`src/rtl/clock_enable_ctrl.sv`:
```
// Activity-driven clock-enable generator feeding gated_clock.enable_in.
// Wakes on request, reports ready after settling, shuts down after an idle run via a one-cycle drain.

module clock_enable_ctrl_param_check #(
  parameter int IDLE_CYCLES = 4,
  parameter int WAKE_CYCLES = 2,
  parameter int CNT_W       = 8
) ();

  // Elaboration-time rejection of unsupported parameter values
  if ((IDLE_CYCLES < 1) || (IDLE_CYCLES > 255)) begin : g_bad_idle
    $error("clock_enable_ctrl: IDLE_CYCLES must be within 1..255");
  end
  if ((WAKE_CYCLES < 1) || (WAKE_CYCLES > 255)) begin : g_bad_wake
    $error("clock_enable_ctrl: WAKE_CYCLES must be within 1..255");
  end
  if (CNT_W < 1) begin : g_bad_cnt_w
    $error("clock_enable_ctrl: CNT_W must be at least 1");
  end

endmodule

module clock_enable_ctrl #(
  parameter int IDLE_CYCLES = 4,
  parameter int WAKE_CYCLES = 2,
  parameter int CNT_W       = 8
) (
  input  logic             clk,
  input  logic             reset_in,
  input  logic             req_in,
  input  logic             force_on_in,
  input  logic             clear_stats_in,
  output logic             enable_out,
  output logic             ready_out,
  output logic [1:0]       state_out,
  output logic [CNT_W-1:0] en_cycles_out
);

  typedef enum logic [1:0] {
    ST_OFF   = 2'd0,
    ST_WAKE  = 2'd1,
    ST_ON    = 2'd2,
    ST_DRAIN = 2'd3
  } state_t;

  localparam logic [7:0]       WAKE_LAST = 8'(WAKE_CYCLES - 1);
  localparam logic [7:0]       IDLE_LAST = 8'(IDLE_CYCLES - 1);
  localparam logic [CNT_W-1:0] CNT_MAX   = {CNT_W{1'b1}};

  state_t           state_r;
  state_t           state_next_s;
  logic [7:0]       wake_cnt_r;
  logic [7:0]       wake_cnt_next_s;
  logic [7:0]       idle_cnt_r;
  logic [7:0]       idle_cnt_next_s;
  logic             enable_r;
  logic             ready_r;
  logic [CNT_W-1:0] en_cycles_r;
  logic             active_s;

  clock_enable_ctrl_param_check #(
    .IDLE_CYCLES (IDLE_CYCLES),
    .WAKE_CYCLES (WAKE_CYCLES),
    .CNT_W       (CNT_W)
  ) u_param_check ();

  assign active_s = req_in | force_on_in;

  // Next-state and counter update logic
  always_comb begin
    state_next_s    = state_r;
    wake_cnt_next_s = wake_cnt_r;
    idle_cnt_next_s = idle_cnt_r;
    case (state_r)
      ST_OFF: begin
        if (active_s) begin
          state_next_s    = ST_WAKE;
          wake_cnt_next_s = 8'd0;
        end else begin
          state_next_s    = ST_OFF;
        end
      end
      ST_WAKE: begin
        // Requests are ignored while the gated domain settles
        if (wake_cnt_r == WAKE_LAST) begin
          state_next_s    = ST_ON;
          wake_cnt_next_s = 8'd0;
          idle_cnt_next_s = 8'd0;
        end else begin
          state_next_s    = ST_WAKE;
          wake_cnt_next_s = wake_cnt_r + 8'd1;
        end
      end
      ST_ON: begin
        if (active_s) begin
          idle_cnt_next_s = 8'd0;
        end else if (idle_cnt_r == IDLE_LAST) begin
          state_next_s    = ST_DRAIN;
          idle_cnt_next_s = 8'd0;
        end else begin
          idle_cnt_next_s = idle_cnt_r + 8'd1;
        end
      end
      ST_DRAIN: begin
        // A late request resumes without a second wake-up period
        if (active_s) begin
          state_next_s = ST_ON;
        end else begin
          state_next_s = ST_OFF;
        end
        idle_cnt_next_s = 8'd0;
      end
      default: begin
        state_next_s    = ST_OFF;
        wake_cnt_next_s = 8'd0;
        idle_cnt_next_s = 8'd0;
      end
    endcase
  end

  // State, counters and registered Moore outputs
  always_ff @(posedge clk) begin
    if (reset_in) begin
      state_r    <= ST_OFF;
      wake_cnt_r <= 8'd0;
      idle_cnt_r <= 8'd0;
      enable_r   <= 1'b0;
      ready_r    <= 1'b0;
    end else begin
      state_r    <= state_next_s;
      wake_cnt_r <= wake_cnt_next_s;
      idle_cnt_r <= idle_cnt_next_s;
      enable_r   <= (state_next_s != ST_OFF);
      ready_r    <= (state_next_s == ST_ON);
    end
  end

  // Saturating enabled-cycle statistics counter
  always_ff @(posedge clk) begin
    if (reset_in) begin
      en_cycles_r <= {CNT_W{1'b0}};
    end else if (clear_stats_in) begin
      en_cycles_r <= {CNT_W{1'b0}};
    end else if (enable_r && (en_cycles_r != CNT_MAX)) begin
      en_cycles_r <= en_cycles_r + CNT_W'(1);
    end else begin
      en_cycles_r <= en_cycles_r;
    end
  end

  assign enable_out    = enable_r;
  assign ready_out     = ready_r;
  assign state_out     = state_r;
  assign en_cycles_out = en_cycles_r;

endmodule

```
`config.mk`:
```
export PLATFORM = sky130hd
export DESIGN_NAME = clock_enable_ctrl
export DESIGN_NICKNAME = d
export VERILOG_FILES = /design/src/rtl/clock_enable_ctrl.sv
export SDC_FILE = /design/constraint.sdc
export NUM_CORES = 1
export LEC_CHECK = 0
export CORE_UTILIZATION = 50
export DETAILED_ROUTE_END_ITERATION = 12
export PLACE_DENSITY = 0.71
export SLEW_MARGIN = 30
export SYNTH_ARGS = -nofsm -noshare
export SYNTH_HDL_FRONTEND = slang
export SYNTH_SLANG_ARGS = --single-unit
```
`constraint.sdc`:
```
create_clock -name clk -period 2.01 [get_ports clk]
set_input_delay 0.402 -clock clk [delete_from_list [all_inputs] [get_ports clk]]
set_output_delay 0.402 -clock clk [all_outputs]
set_load 0.01 [all_outputs]
```
# --- After elaboration in Yosys (flattened, before gate mapping) ---
# Cells that the tools add are included.
totals:
  regBits: 28
  input_bits: 5
op_classes:
  addsub: 3
  n_eq_ne: 9
  muxes: 13
  n_bitwise: 1
  n_reduce_logical: 8
ops:
  columns: ["operator", "count"]
  rows:
  - ["8-bit two-way mux", 5]
  - ["8-bit by 1-bit adder with 8-bit output, second input constant", 3]
  - ["8-bit one-hot mux with 3 select lines", 1]
  - ["8-bit one-hot mux with 2 select lines", 1]
  - ["8-bit by 1-bit == test with 1-bit output, second input constant", 1]
  - ["8-bit by 2-bit == test with 1-bit output, second input constant", 1]
  - ["2-bit two-way mux", 4]
  - ["8-bit inequality test, second input constant", 1]
  - ["2-bit one-hot mux with 4 select lines", 1]
  - ["2-bit == test, second input constant", 3]
  - ["2-bit inequality test, second input constant", 2]
  - ["2-bit AND reduction", 2]
  - ["2-bit nonzero test", 2]
  - ["3-bit nonzero test", 1]
  - ["2-bit by 1-bit == test with 1-bit output, second input constant", 1]
  - ["2-bit zero test", 1]
  - ["2-bit OR reduction", 1]
  - ["1-bit logical AND", 1]
  - ["1-bit two-way mux", 1]
  - ["1-bit bitwise OR", 1]

# --- Logic depth before layout (Yosys ltp) ---
logic_depth:
  word_depth: 5
  ltp_mapped: 6

# --- Worst setup path after synthesis ---
# OpenSTA, ideal clock, no wires.
synth_path:
  kind: "register to register"
  start: "reg idle_cnt_r[0]"
  end: "reg idle_cnt_r[0]"
  arrival_time_ns: 1.517
  required_ns: 1.889
  setup_slack_ns: 0.373
  stages_incl_launch_ff: 6
  synth_period_minus_slack_ns: 1.637
  cell_sequence: "dfxtp_1 > ha_1 > nor4b_1 > a211oi_2 > buf_4 > mux2_2"
synth_between:
  elab_chain_cells: 4
  word_cells_on_any_way: 5
  cone_classes: "add/sub (1); eq/ne (1); mux (3)"
synth_lines:
  columns: ["item", "line", "rtl"]
  rows:
  - ["start: declaration", "54", "logic [7:0] idle_cnt_r;"]
  - ["start signal: assignment", "132", "idle_cnt_r <= idle_cnt_next_s;"]
  - ["8-bit by 1-bit adder with 8-bit output or 8-bit by 2-bit == test with 1-bit output (tied branches)", "101, 97", null]
  - ["8-bit two-way mux *", "97", "end else if (idle_cnt_r == IDLE_LAST) begin"]
  - ["8-bit two-way mux *", "95", "if (active_s) begin"]
  - ["8-bit one-hot mux with 3 select lines *", "74", "case (state_r)"]
# Every way passes the cells marked *; elsewhere a longest branch is shown, timed or not.
# A chain may end at the register's enable or synchronous reset.

# --- Worst setup path in the final report ---
layout_path:
  start: "reg state_r[0] (netlist: state_out[0])"
  end: "out state_out[0]"
layout_rtl:
  columns: ["item", "line", "rtl"]
  rows:
  - ["start: declaration", "50", "state_t state_r;"]
  - ["start signal: assignment", "130", "state_r <= state_next_s;"]
  - ["end: declaration", "35", "output logic [1:0] state_out,"]
# No word-level cell between the ends.

==> summary.txt <==
Power
  • Power density over the cells: 562 nW/um2
  • Static Leakage: 0.587 nW
  • Total power consumption of the routed design: 0.934 mW
  • Maximum ir drop on the vdd rail: 391 uV

Synthesis
  • Post-synth net total: 170
  • Number of instances in the synthesized netlist: 161
  • Total standard cell area after synthesis: 1400 um2
  • Sequential cell area fraction in the yosys report: 40.1%
  • Area contributors post-synth: sky130_fd_sc_hd__dfxtp_1 (40%), sky130_fd_sc_hd__a21oi_1 (5.0%), sky130_fd_sc_hd__nor2_1 (4.8%)
  • Number of enable flip-flop cells after synthesis: 0
  • Most common flop cell mapped by yosys: sky130_fd_sc_hd__dfxtp_1
  • Number of flip-flops and latches in the synthesized netlist: 28
  • Number of unique standard cell types used by synthesis: 38
  • Largest area contributor in the netlist: sky130_fd_sc_hd__dfxtp_1
  • Async set or reset register ratio after synthesis: 0%
  • Area share of the largest cell type after synthesis: 40.1%
  • Synthesized area divided by synthesized cell count: 8.68 um2
  • Ranking of synthesized cells by instance count: sky130_fd_sc_hd__dfxtp_1 (28), sky130_fd_sc_hd__nor2_1 (18), sky130_fd_sc_hd__a21oi_1 (14), sky130_fd_sc_hd__nand2_1 (12), sky130_fd_sc_hd__nor3_1 (10)
  • Count leader, synth: sky130_fd_sc_hd__dfxtp_1
  • Number of warnings printed during yosys synthesis: 0

Routing
  • Post-route DRC violation count: 0
  • DRT antenna net count: 0
  • Wire length per cell: 13.2 um
  • DR pass1 iterations: 4
  • First DRT Iteration DRCs: 30
  • Via count: roughly 1.2k
  • Total wire length: 2820 um
  • Via density: 5.79

Die
  • Io pins: 17
  • Placement Rows: 18
  • Starting density of the core: a little over half
  • Horizontal die dimension: 54.9 um
  • Die footprint: around 3000 um2
  • Area inside the core boundary: 2570 um2
  • Die H: 54.9 um

Clocking
  • Hold bufs inserted after CTS: 0
  • Longest Clk Path Bufs: 2
  • Total clock buffers created by CTS: 3
  • CTS tree: done
  • Clock transition at path regs: 0.14 ns
  • Number of buffers added for setup after CTS: 0
  • Number of H-tree levels: 1
  • Clock latency at the later pin of the worst-skew pair: 0.31 ns
  • Gates resized, CTS repair: 0
  • Clock Sink Count: 28
  • Library cell used as clock root buffer: sky130_fd_sc_hd__clkbuf_4

STA
  • Unrepaired setup endpoints after global routing: false
  • Post-route clock period utilization: between 80% and 90%
  • Transition time of the tightest slew-check pin: approximately 0.48 ns
  • Setup Total Neg Slack: 0 ns
  • Upper clock frequency limit: 560 MHz
  • Max Clock Skew: 0.00405 ns
  • Final slew viol count: 0
  • Headroom to the max-slew limit: 68.1%
  • Final hold slack: around 0.48 ns
  • Final number of hold-violating endpoints: 0
  • Setup slack of the critical path after layout: 0.225 ns
  • Min cycle time layout: ~1.8 ns
  • Final setup violating endpoints: 0

Final layout
  • Diodes inserted: 0
  • Fraction of layout instances using a drive strength above 1: 8.70%
  • Signed area change from the synthesized netlist to the final layout: 19.0%
  • Final layout net count: 195

Min path
  • Count of cells along the worst hold path: 1
  • Hold Crit Class: register to register
  • HP Start: idle_cnt_r[7]$_SDFFE_PP0P_
  • Worst Hold Path EP: idle_cnt_r[7]$_SDFFE_PP0P_

GRT
  • Global-route congestion overflow total: 0
  • Wire length of the first global-routing pass: 4490 um
  • Via count of the first global-routing pass: 1,060
  • Number of antenna violations at the first check in global routing: 0
  • Maximum number of pins on one net before global-route repair: 17
  • Total track usage: 20.5%

Critical path
  • Data required time of the worst path: 1.61 ns
  • Worst reg2reg path depth: 7
  • FF-to-FF End: idle_cnt_r[4]$_SDFFE_PP0P_
  • R2R Setup Slk: 0.26 ns
  • Reg-to-reg critical path startpoint: idle_cnt_r[0]$_SDFFE_PP0P_
  • Crit path capture type: output pin
  • Crit path DAT: 1.38 ns
  • Worst setup path category: register to output pin
  • Kind of start point of the critical path: register
  • Largest driver fanout on the critical path: 12

Run
  • Number of max-cap violations: 0

Placed design
  • Placed wire-length estimate after detailed placement: 2080 um
  • Worst setup timing slack at the placement stage: -0.0512 ns
  • Buffers added on ports: 16
  • Last weighted congestion value of the routability-driven placer: between 0.7 and 0.8

Outcome
  • Outcome: finished clean
## where the power goes
| group | total, mW | internal (mW) | switching [mW] | leakage, nW |
|---|---|---|---|---|
| logic | 0.133 | 0.0643 | 0.0690 | 0.347 |
| registers | 0.578 | 0.567 | 0.0112 | 0.227 |
| clock network | 0.222 | 0.0700 | 0.152 | 0.0138 |
| total | 0.934 | 0.701 | 0.232 | 0.587 |
## sequential cells by signal, summed over array words and instances, names as in the netlist
signal,count
ready_out,1
wake_cnt_r,8
enable_out,1
idle_cnt_r,8
state_out,2
en_cycles_out,8
## cells in the final DEF (no fill, tap or decap), types with 5 or more instances in the layout
cell                               n
sky130_fd_sc_hd__dfxtp_1          28
sky130_fd_sc_hd__nor2_1           18
sky130_fd_sc_hd__clkdlybuf4s50_1  16
sky130_fd_sc_hd__a21oi_1          14
sky130_fd_sc_hd__nand2_1          12
sky130_fd_sc_hd__nor3_1           10
sky130_fd_sc_hd__buf_4             9
sky130_fd_sc_hd__nand3_1           7
sky130_fd_sc_hd__xnor2_1           6
sky130_fd_sc_hd__and3_1            5
sky130_fd_sc_hd__nand4_1           5
## metrics by stage
stage	cells	cell area, um2	util, %
floorplan	161	1400	-
global placement	211	1640	63.9
detailed placement	211	1640	63.9
CTS	214	1660	64.8
global route	214	1660	64.8
finish	214	1660	64.8
## worst max-delay path: stages (launching register included)
cell and delay (ns):
sky130_fd_sc_hd__dfxtp_1 0.35, sky130_fd_sc_hd__buf_4 0.17, sky130_fd_sc_hd__clkdlybuf4s50_1 0.55
## cell type report
class	count	area (um2)
well taps	30	37.5
repair buffers	25	228
fillers	235	905
inverters	2	7.51
clock buffers	3	22.5
multi-input cells	126	807
flip-flops and latches	28	561
## kinds of logic (layout without fill, tap and decap cells)
family,after synthesis,after routing,share of synthesized area [%]
xor+xnor,9,9,5.64
mux,5,5,3.67
flops,28,28,40.1
buf+inv,7,30,2.15
simple gates,73,73,28.6
fa+ha+maj,4,4,3.58
compound gates,35,35,16.2
## metal layers
metal	GRT usage (%)	wire length, um
met1	26.1	1440
met4	6.84	0
met2	35.3	1310
met5	0	0
met3	2.50	61
## worst max path at each step
stage	startpoint	to	slack, ns	depth (start not counted)
detailed placement	force_on_in	idle_cnt_r[4]$_SDFFE_PP0P_	-0.05	6
global placement	force_on_in	idle_cnt_r[4]$_SDFFE_PP0P_	-0.01	6
finish	state_out[0]$_SDFF_PP0_	state_out[0]	0.23	2
global route	idle_cnt_r[0]$_SDFFE_PP0P_	idle_cnt_r[4]$_SDFFE_PP0P_	0.11	7
CTS	state_out[0]$_SDFF_PP0_	state_out[0]	0.21	2
floorplan	idle_cnt_r[0]$_SDFFE_PP0P_	idle_cnt_r[0]$_SDFFE_PP0P_	0.37	5
Power figures use the tool's default switching activity.
